`src/rtl/sat_ctr_pht_pkg.sv`:
```
// Shared branch-predictor definitions: parameter defaults, named 2-bit counter
// states and the taken-bit position helper.
package sat_ctr_pht_pkg;

    localparam int CTR_W_DEF = 2;
    localparam int IDX_W_DEF = 6;
    localparam int INIT_DEF  = 1;
    localparam int MIS_W_DEF = 16;

    localparam logic [1:0] WELL_NTAKEN = 2'd0;
    localparam logic [1:0] NTAKEN      = 2'd1;
    localparam logic [1:0] TAKEN       = 2'd2;
    localparam logic [1:0] WELL_TAKEN  = 2'd3;

    function automatic int taken_bit(input int ctr_w);
        return ctr_w - 1;
    endfunction

endpackage

```
`src/rtl/sat_ctr_next.sv`:
```
// Next-state logic for one saturating counter: step toward the resolved
// direction, clamping at both ends, and flag whether the value moved.
module sat_ctr_next
    import sat_ctr_pht_pkg::*;
#(
    parameter int CTR_W = CTR_W_DEF
) (
    input  logic [CTR_W-1:0] cur,
    input  logic             taken,
    output logic [CTR_W-1:0] next,
    output logic             changed
);

    localparam logic [CTR_W-1:0] CTR_MAX = '1;

    function automatic logic [CTR_W-1:0] sat_step(input logic [CTR_W-1:0] c,
                                                  input logic             t);
        if (t)
            return (c == CTR_MAX) ? c : c + CTR_W'(1);
        else
            return (c == '0) ? c : c - CTR_W'(1);
    endfunction

    always_comb begin
        next    = sat_step(cur, taken);
        changed = (next != cur);
    end

endmodule

```
`src/rtl/sat_ctr_pht.sv`:
```
// Pattern history table of saturating counters with one lookup port, one
// training port, write-first bypass on collision and a saturating mispredict count.
module sat_ctr_pht
    import sat_ctr_pht_pkg::*;
#(
    parameter int CTR_W = CTR_W_DEF,
    parameter int IDX_W = IDX_W_DEF,
    parameter int INIT  = INIT_DEF,
    parameter int MIS_W = MIS_W_DEF
) (
    input  logic             clk,
    input  logic             reset,
    input  logic             pred_valid,
    input  logic [IDX_W-1:0] pred_idx,
    output logic             pred_out_valid,
    output logic             pred_taken,
    output logic [CTR_W-1:0] pred_ctr,
    input  logic             upd_valid,
    input  logic [IDX_W-1:0] upd_idx,
    input  logic             upd_taken,
    output logic             upd_changed,
    output logic [MIS_W-1:0] mis_cnt
);

    localparam int DEPTH     = 1 << IDX_W;
    localparam int TAKEN_MSB = taken_bit(CTR_W);

    function automatic logic [MIS_W-1:0] sat_inc(input logic [MIS_W-1:0] v);
        return (v == '1) ? v : v + MIS_W'(1);
    endfunction

    // Flop array so that reset can restore every entry in a single cycle.
    logic [CTR_W-1:0] tbl [DEPTH];

    logic [CTR_W-1:0] upd_cur_p0;
    logic [CTR_W-1:0] upd_next_p0;
    logic             upd_chg_p0;
    logic             upd_mis_p0;
    logic [CTR_W-1:0] pred_rd_p0;

    logic             vld_p1;
    logic [CTR_W-1:0] pred_ctr_p1;
    logic             upd_chg_p1;
    logic [MIS_W-1:0] mis_cnt_p1;

    // Stage p0: table read, counter step, collision bypass.
    assign upd_cur_p0 = tbl[upd_idx];

    sat_ctr_next #(.CTR_W(CTR_W)) u_next (
        .cur     (upd_cur_p0),
        .taken   (upd_taken),
        .next    (upd_next_p0),
        .changed (upd_chg_p0)
    );

    assign upd_mis_p0 = (upd_cur_p0[TAKEN_MSB] != upd_taken);
    assign pred_rd_p0 = (upd_valid && (upd_idx == pred_idx)) ? upd_next_p0 : tbl[pred_idx];

    always_ff @(posedge clk) begin
        if (reset) begin
            for (int i = 0; i < DEPTH; i++)
                tbl[i] <= CTR_W'(INIT);
        end else if (upd_valid) begin
            tbl[upd_idx] <= upd_next_p0;
        end
    end

    // Stage p1: registered outputs.
    always_ff @(posedge clk) begin
        if (reset) begin
            vld_p1      <= 1'b0;
            pred_ctr_p1 <= '0;
            upd_chg_p1  <= 1'b0;
            mis_cnt_p1  <= '0;
        end else begin
            vld_p1     <= pred_valid;
            upd_chg_p1 <= upd_valid & upd_chg_p0;
            if (pred_valid)
                pred_ctr_p1 <= pred_rd_p0;
            if (upd_valid && upd_mis_p0)
                mis_cnt_p1 <= sat_inc(mis_cnt_p1);
        end
    end

    assign pred_out_valid = vld_p1;
    assign pred_ctr       = pred_ctr_p1;
    assign pred_taken     = pred_ctr_p1[TAKEN_MSB];
    assign upd_changed    = upd_chg_p1;
    assign mis_cnt        = mis_cnt_p1;

endmodule

```
`config.mk`:
```
export PLATFORM = sky130hd
export DESIGN_NAME = sat_ctr_pht
export DESIGN_NICKNAME = d
export VERILOG_FILES = /design/src/rtl/sat_ctr_pht_pkg.sv /design/src/rtl/sat_ctr_next.sv /design/src/rtl/sat_ctr_pht.sv
export SDC_FILE = /design/constraint.sdc
export NUM_CORES = 1
export LEC_CHECK = 0
export ABC_CLOCK_PERIOD_IN_PS = 3170
export CORE_MARGIN = 3
export CORE_UTILIZATION = 50
export CTS_CLUSTER_DIAMETER = 100
export CTS_CLUSTER_SIZE = 24
export DETAILED_ROUTE_END_ITERATION = 16
export HOLD_SLACK_MARGIN = 0.08
export PLACE_DENSITY = 0.81
export SLEW_MARGIN = 20
export SYNTH_ARGS = -nofsm -noshare
export SYNTH_HDL_FRONTEND = slang
export SYNTH_SLANG_ARGS = --single-unit
```
`constraint.sdc`:
```
create_clock -name clk -period 3.17 [get_ports clk]
set_input_delay 0.634 -clock clk [delete_from_list [all_inputs] [get_ports clk]]
set_output_delay 0.634 -clock clk [all_outputs]
set_load 0.01 [all_outputs]
```
==> results by group <==
Status
  • Status: complete, no violations

Finish
  • Fill count: 1214
  • Register area: 4240 um2
  • Area delta synth->final: 21.3%
  • Layout Utilization: 63.0%
  • Multi-input logic area: 4160 um2
  • Net total in the final layout: 843
  • Antenna cells: 0
  • Share of post-route cells with drive strength above 1: 27.6%

Power and ir drop
  • Int Pwr: 0.00382 W
  • Seq pwr share: 43.0%
  • Combinational share of power: 15.5%
  • Net Sw Frac: 25.1%
  • Clk network pwr share: 41.4%
  • P per Cell Area: 480 nW/um2
  • Net Sw Power: 0.00128 W
  • Leak pwr: 3.67 nW
  • VDD IR max: 0.403 mV

Clock network
  • CTS tree: done
  • Worst-case clock buffer depth: 2
  • Clock root buffer: clkbuf_16
  • H-tree depth: 4
  • Worst-Skew Late Latency: 440 ps
  • Clock Sinks: 148
  • Hold buffer count at cts: 0
  • TritonCTS Buffers: 17
  • Worst-path clk slew: 60 ps

Detailed routing
  • Routed WL: 26300 um
  • DR DRC count: 0
  • Routed vias: 7286
  • Routed vias/inst: 6.89
  • ANT nets after route: 0
  • Average wire per standard cell: 24.9 um
  • Initial drt markers: 1094
  • Drt pass-1 iters: 6

Critical path
  • Crit end category: register
  • Worst Path Buf+Inv: 2
  • Worst Path Required: 3350 ps
  • Cell chain of the critical path: mux4_1 -> mux2_2 -> a211o_1 -> or4_4 -> and2_4 -> o21ai_4 -> buf_4 -> clkbuf_16 -> nor3_1
  • Crit path max-delay family: multiplexers
  • Crit path max fanout: 10
  • Crit-path slowest cell: mux4_1
  • Worst EP arrival: 3300 ps
  • Slowest stage delay, CP: 550 ps
  • Setup CP Type: register to register
  • Crit path launch type: register

Synth
  • Register area share after synthesis: 48.4%
  • Total nets after synthesis: 760
  • EDFF count, synth: 128
  • Post-Syn Area: 8770 um2
  • Main flop type after synthesis: edfxtp_1
  • Post-Synthesis Cells: 742
  • Synth unique cells: 65
  • Synth Register Bits: 148
  • Asr flop ratio synth: 0%
  • Mean Syn Cell Area: 11.8 um2
  • YS warnings: 0

Die
  • Initial cell density of the core: 51.9%
  • IO Pins: 38
  • Die width: 138 um
  • Rows: 47
  • DIE AREA: 19200 um2
  • Die Y: 138 um
  • Core ar.: 16900 um2

Global routing
  • Gr ovfl total: 0
  • Initial antenna violation count: 0
  • Tot GR Track Use: 26.6%
  • Largest net degree at the start of global routing: 84
  • Vias in the first global route: 7067
  • First-pass GRT wire length: 39500 um

Timing
  • Fin. Hold Viols: 0
  • Clock skew: 11.3 ps
  • Final Critical Period: 3130 ps
  • Final hold slack: 487 ps
  • Fmax: 320 MHz
  • Worst-Margin Slew: 933 ps
  • RSZ-0062 raised after global routing: true
  • Fin crit share: 98.7%
  • Final setup fails: 0
  • Max-slew violations: 0
  • Max-slew headroom: 37.8%

Placed design
  • DP Wirelength: 18100 um
  • GP Congestion: 1.06
  • Port bufs: 37

Min path
  • HP Class: register to register

Run
  • MaxCap Viol Count: 0
## state kept, by name, summed over array words and instances (netlist names)
register	flops
tbl	128
mis_cnt	16
pred_ctr	2
pred_out_valid	1
upd_changed	1
## synthesized netlist by cell type, types with 3 or more instances
cell	count	share of area, %
nor2_1	25	1.1
mux4_2	50	13
o22ai_1	3	0.21
buf_1	5	0.21
a211o_1	3	0.30
o21ai_1	3	0.17
mux2_2	11	1.4
or3b_2	4	0.40
xnor2_1	7	0.70
nand3_1	60	3.4
mux2i_1	21	2.4
buf_2	18	1.0
nand2_1	24	1.0
a21o_1	48	4.1
nor3_1	59	3.4
and3_1	14	1.0
clkbuf_1	48	2.1
or4_1	3	0.26
or3_1	25	1.8
nor2b_1	12	0.86
o21bai_1	16	1.4
buf_4	5	0.43
nand2b_1	6	0.43
buf_6	8	1.0
and2_1	5	0.36
nand3b_1	7	0.60
edfxtp_1	128	44
nor3b_1	3	0.26
a31oi_1	4	0.29
a211oi_1	3	0.26
a21oi_1	18	1.0
xor2_1	5	0.50
a22oi_1	8	0.69
dfxtp_1	20	4.6
inv_1	5	0.21
o211ai_1	3	0.26
o21ai_0	15	0.86
a221oi_1	5	0.50
## worst min-delay path, cell delays in order (launching register included)
cell	delay [ps]
dfxtp_1	320
nand2_1	60
a21oi_1	50
## what timing repair did
| item | 4_1_cts | 5_1_grt |
|---|---|---|
| setup endpoints to repair | 146 | 140 |
| gates resized for setup | 5 | 16 |
| gates cloned | 0 | 3 |
| buffers inserted | 0 | 3 |
| pin swaps | 0 | 3 |
## final timing paths
check,startpoint,endpoint,slack [ps],cells after the start
hold reg to reg,pred_ctr[1],pred_ctr[1],490,2
setup reg to reg,tbl[10][0],tbl[40][1],40,9
hold / removal,pred_ctr[1],pred_ctr[1],490,2
setup / recovery,tbl[10][0],tbl[40][1],40,9
## routing by layer
metal  part of all wire [%]  GRT usage [%]  vias up
li1                       -              -     3072
met1                     36           33.3     3508
met2                     48           43.7      581
met3                     10           6.01      125
met4                    5.3           13.4        0
met5                      0              0        -
## power groups by stage
stage	sequential, W	clock, W	combinational (W)
6_report	0.00220	0.00212	0.000794
2_1_floorplan	0.00222	0	0.000457
5_1_grt	0.00220	0.00220	0.000832
4_1_cts	0.00219	0.00212	0.000726
3_5_place_dp	0.00223	0	0.000716
3_3_place_gp	0.00223	0	0.000696
## cell families after synthesis
family	synth area share, %
flops	48.4
mux	17.3
compound gates	11.8
simple gates	16.0
fa+ha+maj	0.400
xor+xnor	1.20
buf+inv	4.97
## cells in the final DEF (no fill, tap or decap), types with 7 or more instances in the layout
master	netlist	routed
edfxtp_1	128	128
buf_4	5	98
nand3_1	60	60
nor3_1	59	59
mux4_2	50	50
a21o_1	48	48
clkdlybuf4s50_1	0	32
or3_1	25	25
nand2_1	24	24
nor2_1	25	24
mux2i_1	21	20
dfxtp_1	20	20
clkbuf_16	0	19
a21oi_1	18	18
o21bai_1	16	16
o21ai_0	15	15
and3_1	14	14
nor2b_1	12	12
mux2_2	11	11
a22oi_1	8	8
nand3b_1	7	7
xnor2_1	7	7
buf_12	0	7
## area by class of cell
class / instances / share of cell area (%)
clock buffers: 19 / 4.07
well taps: 220 / 2.59
repair buffers: 148 / 12.5
clock inverters: 13 / 1.72
multi-input cells: 505 / 39.1
flip-flops and latches: 148 / 39.9
inverters: 5 / 0.176
## through the flow
step | power, W | TNS [ps] | setup WS, ps | cell area, um2 | std cells
floorplan | 0.00268 | 0 | 4.48 | 8770 | 742
global placement | 0.00292 | -93540 | -727 | 9880 | 1020
detailed placement | 0.00295 | -102490 | -801 | 9880 | 1020
CTS | 0.00504 | 0 | 33.0 | 10500 | 1052
global route | 0.00523 | -503 | -27.7 | 10600 | 1058
finish | 0.00510 | 0 | 42.3 | 10600 | 1058
No activity file was read; power rests on OpenSTA's default activity.
